**config.mk**
```make
export PLATFORM = sky130hd
export DESIGN_NAME = sl_rx_ctrl
export DESIGN_NICKNAME = d
export VERILOG_FILES = /design/src/rtl/sl_rx_ctrl.sv
export SDC_FILE = /design/constraint.sdc
export NUM_CORES = 1
export LEC_CHECK = 0
export ABC_AREA = 1
export CAP_MARGIN = 20
export CORE_AREA = 4 4 129 131
export DETAILED_ROUTE_END_ITERATION = 6
export DIE_AREA = 0 0 133 135
export DONT_BUFFER_PORTS = 1
export PLACE_DENSITY = 0.85
export RECOVER_POWER = 50
export SLEW_MARGIN = 20
export SYNTH_ARGS = -nofsm -noshare
export SYNTH_HDL_FRONTEND = slang
export SYNTH_SLANG_ARGS = --single-unit
```
**constraint.sdc**
```tcl
create_clock -name clk -period 5 [get_ports clk]
set_input_delay 1.25 -clock clk [delete_from_list [all_inputs] [get_ports clk]]
set_output_delay 1.25 -clock clk [all_outputs]
set_load 0.05 [all_outputs]
```
**src/rtl/sl_rx_ctrl.sv**
```systemverilog
// Receiver control block: register interface, receiver configuration
// handshake FSM, received-word FIFO, sticky status and interrupt.
module sl_rx_ctrl #(
  parameter int FIFO_DEPTH  = 4,
  parameter int CFG_TIMEOUT = 255
) (
  input  logic        clk,
  input  logic        rst_n,
  input  logic [1:0]  bus_addr,
  input  logic        bus_wr,
  input  logic        bus_rd,
  input  logic [31:0] bus_wdata,
  output logic [31:0] bus_rdata,
  output logic        bus_rvalid,
  output logic [15:0] rx_cfg_w,
  output logic        rx_cfg_wr,
  input  logic [15:0] rx_cfg_r,
  input  logic [15:0] rx_status,
  input  logic [31:0] rx_data,
  input  logic        rx_changed,
  output logic        irq
);

  localparam int AW = $clog2(FIFO_DEPTH);
  localparam int CW = AW + 1;
  localparam int TW = $clog2(CFG_TIMEOUT + 1) + 1;

  typedef enum logic [1:0] {IDLE, PEND, CHECK} state_t;

  state_t          state, state_nxt;
  logic [TW-1:0]   timer, timer_nxt;
  logic            done_evt, timeout_evt;

  logic [31:0]     mem [FIFO_DEPTH];
  logic [AW-1:0]   wr_ptr, rd_ptr;
  logic [CW-1:0]   count;
  logic            empty, full;

  logic            ovf, unf, par_err, len_err, lev_err, cfg_err, cfg_done;
  logic [7:0]      irq_mask;
  logic [31:0]     rdata_nxt, stat_word, head;

  logic            wr_cfg, wr_stat, wr_mask, rd_data;
  logic            cfg_busy, cfg_bad, cfg_start;
  logic            push_req, push, pop;
  logic            ovf_set, unf_set, par_set, len_set, lev_set, cfg_err_set;
  logic [4:0]      irq_src;
  logic            unused_bits;

  assign unused_bits = ^{bus_wdata[31:18], rx_status[15:6], rx_status[2]};

  assign wr_cfg   = bus_wr && (bus_addr == 2'd0);
  assign wr_stat  = bus_wr && (bus_addr == 2'd2);
  assign wr_mask  = bus_wr && (bus_addr == 2'd3);
  assign rd_data  = bus_rd && (bus_addr == 2'd1);

  assign cfg_busy  = (state != IDLE);
  assign cfg_bad   = (bus_wdata[6:1] < 6'd8) || bus_wdata[1];
  assign cfg_start = wr_cfg && !cfg_busy && !cfg_bad;
  assign rx_cfg_wr = (state == PEND);

  assign empty = (count == '0);
  assign full  = (count == CW'(FIFO_DEPTH));
  assign head  = empty ? '0 : mem[rd_ptr];

  // Any error flag (including level error) suppresses the push.
  assign push_req = rx_changed && rx_status[3] && !rx_status[0]
                    && !rx_status[4] && !rx_status[5];
  assign pop      = rd_data && !empty;
  assign push     = push_req && (!full || pop);
  assign ovf_set  = push_req && full && !pop;
  assign unf_set  = rd_data && empty;
  assign par_set  = rx_changed && rx_status[4];
  assign len_set  = rx_changed && rx_status[0];
  assign lev_set  = rx_changed && rx_status[5];
  assign cfg_err_set = (wr_cfg && (cfg_busy || cfg_bad)) || timeout_evt;

  // Config FSM state and retry timer registers.
  always_ff @(posedge clk or negedge rst_n) begin
    if (!rst_n) begin
      state <= IDLE;
      timer <= '0;
    end else begin
      state <= state_nxt;
      timer <= timer_nxt;
    end
  end

  // Config FSM next state: write, then check receiver echo until match or timeout.
  always_comb begin
    state_nxt   = state;
    timer_nxt   = timer;
    done_evt    = 1'b0;
    timeout_evt = 1'b0;
    unique case (state)
      IDLE: begin
        if (cfg_start) begin
          state_nxt = PEND;
          timer_nxt = '0;
        end
      end
      PEND: begin
        timer_nxt = timer + TW'(1);
        state_nxt = CHECK;
      end
      CHECK: begin
        if (rx_cfg_r == rx_cfg_w) begin
          state_nxt = IDLE;
          done_evt  = 1'b1;
        end else if (timer >= TW'(CFG_TIMEOUT)) begin
          state_nxt   = IDLE;
          timeout_evt = 1'b1;
        end else begin
          state_nxt = PEND;
        end
      end
      default: state_nxt = IDLE;
    endcase
  end

  // Latch the requested config word when a valid write starts the FSM.
  always_ff @(posedge clk or negedge rst_n) begin
    if (!rst_n) rx_cfg_w <= 16'h0010;
    else if (cfg_start) rx_cfg_w <= bus_wdata[15:0];
  end

  // FIFO storage; contents need no reset since count gates visibility.
  always_ff @(posedge clk) begin
    if (push) mem[wr_ptr] <= rx_data;
  end

  // FIFO pointers and occupancy.
  always_ff @(posedge clk or negedge rst_n) begin
    if (!rst_n) begin
      wr_ptr <= '0;
      rd_ptr <= '0;
      count  <= '0;
    end else begin
      if (push) wr_ptr <= wr_ptr + AW'(1);
      if (pop)  rd_ptr <= rd_ptr + AW'(1);
      if (push && !pop)      count <= count + CW'(1);
      else if (pop && !push) count <= count - CW'(1);
    end
  end

  // Sticky status bits: W1C clear, same-cycle set takes priority.
  always_ff @(posedge clk or negedge rst_n) begin
    if (!rst_n) begin
      ovf      <= 1'b0;
      unf      <= 1'b0;
      par_err  <= 1'b0;
      len_err  <= 1'b0;
      lev_err  <= 1'b0;
      cfg_err  <= 1'b0;
      cfg_done <= 1'b0;
    end else begin
      ovf      <= (ovf      && !(wr_stat && bus_wdata[10])) || ovf_set;
      unf      <= (unf      && !(wr_stat && bus_wdata[11])) || unf_set;
      par_err  <= (par_err  && !(wr_stat && bus_wdata[12])) || par_set;
      len_err  <= (len_err  && !(wr_stat && bus_wdata[13])) || len_set;
      lev_err  <= (lev_err  && !(wr_stat && bus_wdata[14])) || lev_set;
      cfg_err  <= (cfg_err  && !(wr_stat && bus_wdata[16])) || cfg_err_set;
      cfg_done <= (cfg_done && !(wr_stat && bus_wdata[17])) || done_evt;
    end
  end

  // Interrupt mask register.
  always_ff @(posedge clk or negedge rst_n) begin
    if (!rst_n) irq_mask <= '0;
    else if (wr_mask) irq_mask <= bus_wdata[7:0];
  end

  assign stat_word = {14'b0, cfg_done, cfg_err, cfg_busy, lev_err, len_err,
                      par_err, unf, ovf, full, empty, 8'(count)};

  // Read data selection by register address.
  always_comb begin
    rdata_nxt = '0;
    unique case (bus_addr)
      2'd0: rdata_nxt = {15'b0, cfg_busy, rx_cfg_r};
      2'd1: rdata_nxt = head;
      2'd2: rdata_nxt = stat_word;
      2'd3: rdata_nxt = {24'b0, irq_mask};
      default: rdata_nxt = '0;
    endcase
  end

  // Registered read response, valid for the cycle after the strobe.
  always_ff @(posedge clk or negedge rst_n) begin
    if (!rst_n) begin
      bus_rdata  <= '0;
      bus_rvalid <= 1'b0;
    end else begin
      bus_rvalid <= bus_rd;
      if (bus_rd) bus_rdata <= rdata_nxt;
    end
  end

  assign irq_src = {cfg_err, cfg_done, par_err | len_err | lev_err, ovf, !empty};

  // Registered level interrupt.
  always_ff @(posedge clk or negedge rst_n) begin
    if (!rst_n) irq <= 1'b0;
    else        irq <= |(irq_src & irq_mask[4:0]);
  end

endmodule

```
Word-level counts from Yosys, hierarchy flattened
Memories as Yosys holds them, arrays and structs flattened.
Cells that the tools add are included.
{ "word_totals": {"output_inout_bits": 51, "inputBits": 103, "ram_bits": 128, "ff_bits": 83, "mem_count": 1} }
{ "classes": {"bitwise_logic": 3, "add_sub_neg": 5, "n_mux": 17, "order_cmp": 2, "n_eq_ne": 8, "reduce_logical": 70} }
{ "memory_table": {"columns": ["name", "words", "word_bits", "rd", "rd_ports_with_merged_regs", "write_ports", "line", "rtl"], "rows": [
  ["mem", 4, 32, 1, 0, 1, "34", "logic [31:0] mem [FIFO_DEPTH];"]
]} }
{ "op_table": {"columns": ["operator", "n"], "rows": [
  ["32-bit case mux with 4 select lines", 1],
  ["1-bit logical AND", 35],
  ["32-bit 2-to-1 mux", 1],
  ["9-bit case mux with 2 select lines", 1],
  ["16-bit equality test", 1],
  ["1-bit logical NOT", 16],
  ["1-bit logical OR", 11],
  ["9-bit by 1-bit adder with 9-bit output (second input constant)", 1],
  ["9-bit by 8-bit greater-or-equal comparator with 1-bit output (second input constant)", 1],
  ["1-bit 2-to-1 mux", 9],
  ["9-bit 2-to-1 mux", 1],
  ["2-bit equality test (second input constant)", 3],
  ["6-bit by 4-bit < comparator with 1-bit output (second input constant)", 1],
  ["3-bit 2-to-1 mux", 2],
  ["2-bit case mux with 3 select lines", 1],
  ["2-bit nonzero test", 3],
  ["5-bit bitwise AND", 1],
  ["5-bit OR reduction", 1],
  ["2-bit by 1-bit adder with 2-bit output (second input constant)", 2],
  ["2-bit by 1-bit equality test with 1-bit output (second input constant)", 2],
  ["2-bit logical NOT", 2],
  ["3-bit by 1-bit adder with 3-bit output (second input constant)", 1],
  ["3-bit equality test (second input constant)", 1],
  ["3-bit logical NOT", 1],
  ["other kinds (5)", 6]
]} }

Depth between registers and ports, before layout
{ "logic_depth": {"ltp_word": 9, "mapped_depth": 13, "depth_no_buf": 13} }

Least setup slack after synthesis
No wires, ideal clock.
{ "synth_path": {"path_type": "input port to flip-flop", "startpoint": "input bus_addr[1]", "endpoint": "memory mem[0][0] (enable)", "required_time_ps": 4579, "path_stages": 7, "arrival_ps": 3035, "setup_time_ps": 421, "setup_slack_ps": 1544, "path_cell_list": "inv_1 nand2_1 inv_1 nand2_1 nand2_1 nand4_2 nor2_1"} }
{ "synth_between": {"elab_chain_cells": 7} }
{ "synth_lines": {"columns": ["item", "line", "rtl"], "rows": [
  ["from (decl)", "9", "input logic [1:0] bus_addr,"],
  ["2-bit by 1-bit equality test with 1-bit output", "55", "assign rd_data = bus_rd && (bus_addr == 2'd1);"],
  ["1-bit logical AND", "55", null],
  ["1-bit logical AND", "69", "assign pop = rd_data && !empty;"],
  ["1-bit logical OR", "70", "assign push = push_req && (!full || pop);"],
  ["1-bit logical AND", "70", null],
  ["1-bit 2-to-1 mux", "129", "if (push) mem[wr_ptr] <= rx_data;"],
  ["1-bit 2-to-1 mux (not written as such)", "129", null],
  ["to (decl)", "34", null]
]} }
No other way between the ends.

Worst setup path after layout
{ "layout_path": {"startpoint": "input bus_addr[1]", "endpoint": "register count[2]"} }
{ "layout_between": {"elab_chain_cells": 8} }
{ "layout_lines": {"columns": ["item", "line", "rtl"], "rows": [
  ["2-bit by 1-bit equality test with 1-bit output *", "55", null],
  ["1-bit logical AND *", "55", null],
  ["1-bit logical AND *", "69", null],
  ["1-bit logical OR *", "70", null],
  ["1-bit logical AND *", "70", null],
  ["net push", "45", "logic push_req, push, pop;"],
  ["1-bit logical NOT", "142", "else if (pop && !push) count <= count - CW'(1);"],
  ["1-bit logical AND", "142", null],
  ["2-bit nonzero test (no source line)", null, null],
  ["to (signal assigned)", "141", "if (push && !pop) count <= count + CW'(1);"],
  ["to (signal assigned)", "142", null],
  ["to (decl)", "36", "logic [CW-1:0] count;"]
]} }
The timed path passes the listed nets; every way through them passes the cells marked *.
A chain may end at the register's enable or synchronous reset.

==> impl_summary.txt <==
----------------------------------------------------
[Critical path]
  Critical Path AT ... 3.44 ns
  Maximum fanout encountered on the critical timing path ... 6
  Worst setup path category ... input pin to register
  Ordered cell list for the critical path ... inv_1 > nand2_1 > inv_1 > nand2_1 > nand2_1 > nand4_1 > inv_1 > ha_1 > inv_1 > fa_1 > a21oi_1 > o21ai_0 > xor2_1
  Crit. End Element ... register
  Max stage delay on crit path ... 0.45 ns
  Buf/Inv on CP ... 4
  Worst endpoint required time ... 5.39 ns
  Element type at the critical path start ... input pin
  Most used cell along the critical path ... sky130_fd_sc_hd__inv_1
  Kind of cell adding the most delay to the critical path ... simple AND/OR/NAND/NOR gates
  Slowest stage cell on the critical path ... sky130_fd_sc_hd__nand4_1

[Floorplanning]
  Number of standard-cell rows in the floorplan ... 46
  Die Height ... 135 um
  Starting density of the core ... 0.574
  Top Ports ... 154
  Core area ... 15600 um2
  Die Outline Area ... 18000 um2
  Horizontal extent of the die ... 133 um

[Placed design]
  Placed inst area ... 9080 um2
  Port Buffers ... 0
  Estimated wirelength of the detail-placed design ... 12600 um
  Placer congestion estimate ... 0.872

[Finish]
  Diodes inserted ... 0
  Share of cells above drive strength 1 ... 0.0733
  Summed area of non-filler cells in the final layout ... 9980 um2
  Top library cells by usage in the layout, fill and taps aside ... sky130_fd_sc_hd__nand2_1, sky130_fd_sc_hd__edfxtp_1, sky130_fd_sc_hd__o21ai_0
  Syn-to-layout area delta ... 11.5%
  Layout Nets ... 967
  Most common cell after layout, fill and taps aside ... sky130_fd_sc_hd__nand2_1

[Power and ir drop]
  Total power draw ... 5500 uW
  Worst vdd ir ... 0.422 mV
  Total power per unit cell area ... 551 nW/um2
  Leakage power summed over all cells ... 0.00409 uW

[Route]
  Vias per Instance ... 5.60
  Count of routing violations after the opening detailed-route iteration ... 552
  Vias after detailed routing ... 6093
  Number of optimization iterations in the first detailed-route pass ... 5
  Post-route DRC violation count ... 0
  Sum of routed wire length over all layers ... 20100 um
  Number of nets still failing antenna checks after routing ... 0
  Mean routed wirelength per cell ... 18.5 um

[Clock tree]
  Latest clock arrival within the worst-skew pair ... 0.51 ns
  Number of buffers added for setup after CTS ... 0
  TritonCTS clock tree ... built
  Root buf cell ... sky130_fd_sc_hd__clkbuf_16
  Clock Tree Buf Depth ... 3
  TritonCTS Buffers ... 23
  CTS H-tree lvls ... 1
  Cts-stage hold buffer count ... 0
  Number of gates resized after CTS ... 0
  Worst-path clk slew ... 0.06 ns
  Clock sinks ... 211

[Global routing]
  Wire length of the first global-routing pass ... 31400 um
  Pin count of the biggest net entering global routing ... 84
  GRT Overall Usage ... 0.220
  Vias in the first global route ... 6030
  Initial antenna violation count ... 0
  GRT Residual Overflow ... 0

[Logic synthesis]
  Yosys Warn Count ... 0
  Share of async-settable or async-resettable flops after synthesis ... 0.393
  Mean post-synth cell area ... 10.4 um2
  Library cells used by synthesis ... 37
  Synth Net Count ... 969
  Post-synthesis register bit count ... 211
  Post-synth EDFFs ... 128
  Mapped Cells ... 858
  Cell Area, Synth ... 8950 um2
  Portion of the post-synthesis area used by sequential elements ... 0.662
  Commonest register cell after synthesis ... sky130_fd_sc_hd__edfxtp_1

[Timing]
  Final cycle utilization of the critical path ... 0.611
  Max Clock Freq ... 327 MHz
  Headroom to the max-slew limit ... 0.300
  Hold violation total from the final report ... 0
  Slew of the pin with the lowest slew margin ... 1.05 ns
  Clock skew after layout ... 0.00757 ns
  Number of failing setup endpoints in the final timing report ... 0
  Setup TNS ... 0 ns
  Final critical delay including setup and external delays ... 3.05 ns
  Final number of max-transition violations ... 0
  RSZ-0062 raised after global routing ... no

[Flow run]
  Maximum Capacitance Violations ... 0

[Min path]
  Worst Hold Class ... input pin to async pin

[Outcome]
  Result of the run ... finished clean

----------------------------------------------------
path summary, 6_finish.rpt:
check,depth (start not counted),to,slack [ns],from
max,13,count[2],1.95,bus_addr[1]
min reg2reg,2,irq_mask[4],0.51,irq_mask[4]
min in group clk,2,irq_mask[4],0.51,irq_mask[4]
max in group asynchronous,0,rx_cfg_w[4],4.39,rst_n
min,0,timer[2],0.43,rst_n
max reg2reg,12,count[2],2.25,count[0]
per-layer routing:
| metal | GRT usage | wire length, um | share of wire | vias up |
|---|---|---|---|---|
| met5 | 0 | 0 | 0 | - |
| met4 | 0.0635 | 376 | 0.019 | 0 |
| met3 | 0.0577 | 1740 | 0.087 | 40 |
| met2 | 0.373 | 10100 | 0.50 | 222 |
| met1 | 0.282 | 7910 | 0.39 | 2953 |
| li1 | - | - | - | 2878 |
state kept, by name, indices dropped and copies added (netlist names), 2 cells and up:
name and count:
irq_mask 8, count 3, rd_ptr 2, mem 128, rx_cfg_w 16, wr_ptr 2, timer 9, state 2
bus_rdata 32
worst reg2reg max path, cell delays in order, from the launching register on:
cell and delay, ns:
sky130_fd_sc_hd__dfrtp_1 0.42, sky130_fd_sc_hd__inv_1 0.10, sky130_fd_sc_hd__nand3_1 0.09, sky130_fd_sc_hd__inv_1 0.05, sky130_fd_sc_hd__nand2_1 0.10, sky130_fd_sc_hd__nand4_1 0.45, sky130_fd_sc_hd__inv_1 0.27, sky130_fd_sc_hd__ha_1 0.17
sky130_fd_sc_hd__inv_1 0.08, sky130_fd_sc_hd__fa_1 0.41, sky130_fd_sc_hd__a21oi_1 0.22, sky130_fd_sc_hd__o21ai_0 0.13, sky130_fd_sc_hd__xor2_1 0.16
logic make-up (layout without fill, tap and decap cells):
family                   count (synthesis)  in the layout  synth area share
AO/OA/AOI/OAI                          193            193             0.121
adder cells (fa/ha/maj)                  8              8            0.0120
AND/OR/NAND/NOR                        314            314             0.139
flip-flops                             211            211             0.662
buffers and inverters                  125            140            0.0598
multiplexers                             1              1           0.00126
XOR/XNOR                                 6              6           0.00587
metrics by stage:
stage          setup slack [ns]   util  hold WS (ns)  std cells
3_5_place_dp               1.72  0.582         0.480       1043
5_1_grt                    1.92  0.640         0.415       1089
6_report                   1.95  0.640         0.435       1089
4_1_cts                    2.08  0.634         0.418       1085
3_3_place_gp               1.77  0.582         0.477       1043
2_1_floorplan              1.54      -         0.453        858
Yosys cell counts, types with 2 or more instances:
library cell               count  area, um2
sky130_fd_sc_hd__dfrtp_1      82       2050
sky130_fd_sc_hd__nor2_1      100        375
sky130_fd_sc_hd__edfxtp_1    128       3840
sky130_fd_sc_hd__buf_6         4       45.0
sky130_fd_sc_hd__xor2_1        5       43.8
sky130_fd_sc_hd__o21ai_1      10       50.1
sky130_fd_sc_hd__ha_1          7       87.6
sky130_fd_sc_hd__nand4_1       2       12.5
sky130_fd_sc_hd__a21oi_1      28        140
sky130_fd_sc_hd__nand3_1      22        110
sky130_fd_sc_hd__buf_2        17       85.1
sky130_fd_sc_hd__o21ai_0     108        541
sky130_fd_sc_hd__nand2_1     184        691
sky130_fd_sc_hd__inv_2         3       11.3
sky130_fd_sc_hd__o22ai_1      19        119
sky130_fd_sc_hd__clkbuf_1     12       45.0
sky130_fd_sc_hd__nand2_2       2       12.5
sky130_fd_sc_hd__a211oi_1      5       37.5
sky130_fd_sc_hd__inv_1        86        323
sky130_fd_sc_hd__o21ai_2       4       35.0
sky130_fd_sc_hd__o22a_1       14        123
cell type report:
| cell class | instances | area, um2 |
|---|---|---|
| flip-flops and latches | 211 | 5920 |
| fillers | 1156 | 5620 |
| multi-input cells | 522 | 2520 |
| clock buffers | 27 | 611 |
| inverters | 90 | 338 |
| well taps | 216 | 270 |
| clock inverters | 15 | 188 |
| repair buffers | 8 | 133 |
report_power, final:
| part | internal [uW] | switching (uW) |
|---|---|---|
| combinational | 379 | 718 |
| sequential | 2060 | 591 |
| clock | 1080 | 673 |
| total | 3520 | 1980 |
Note: power is estimated with default switching activity, not from simulation.
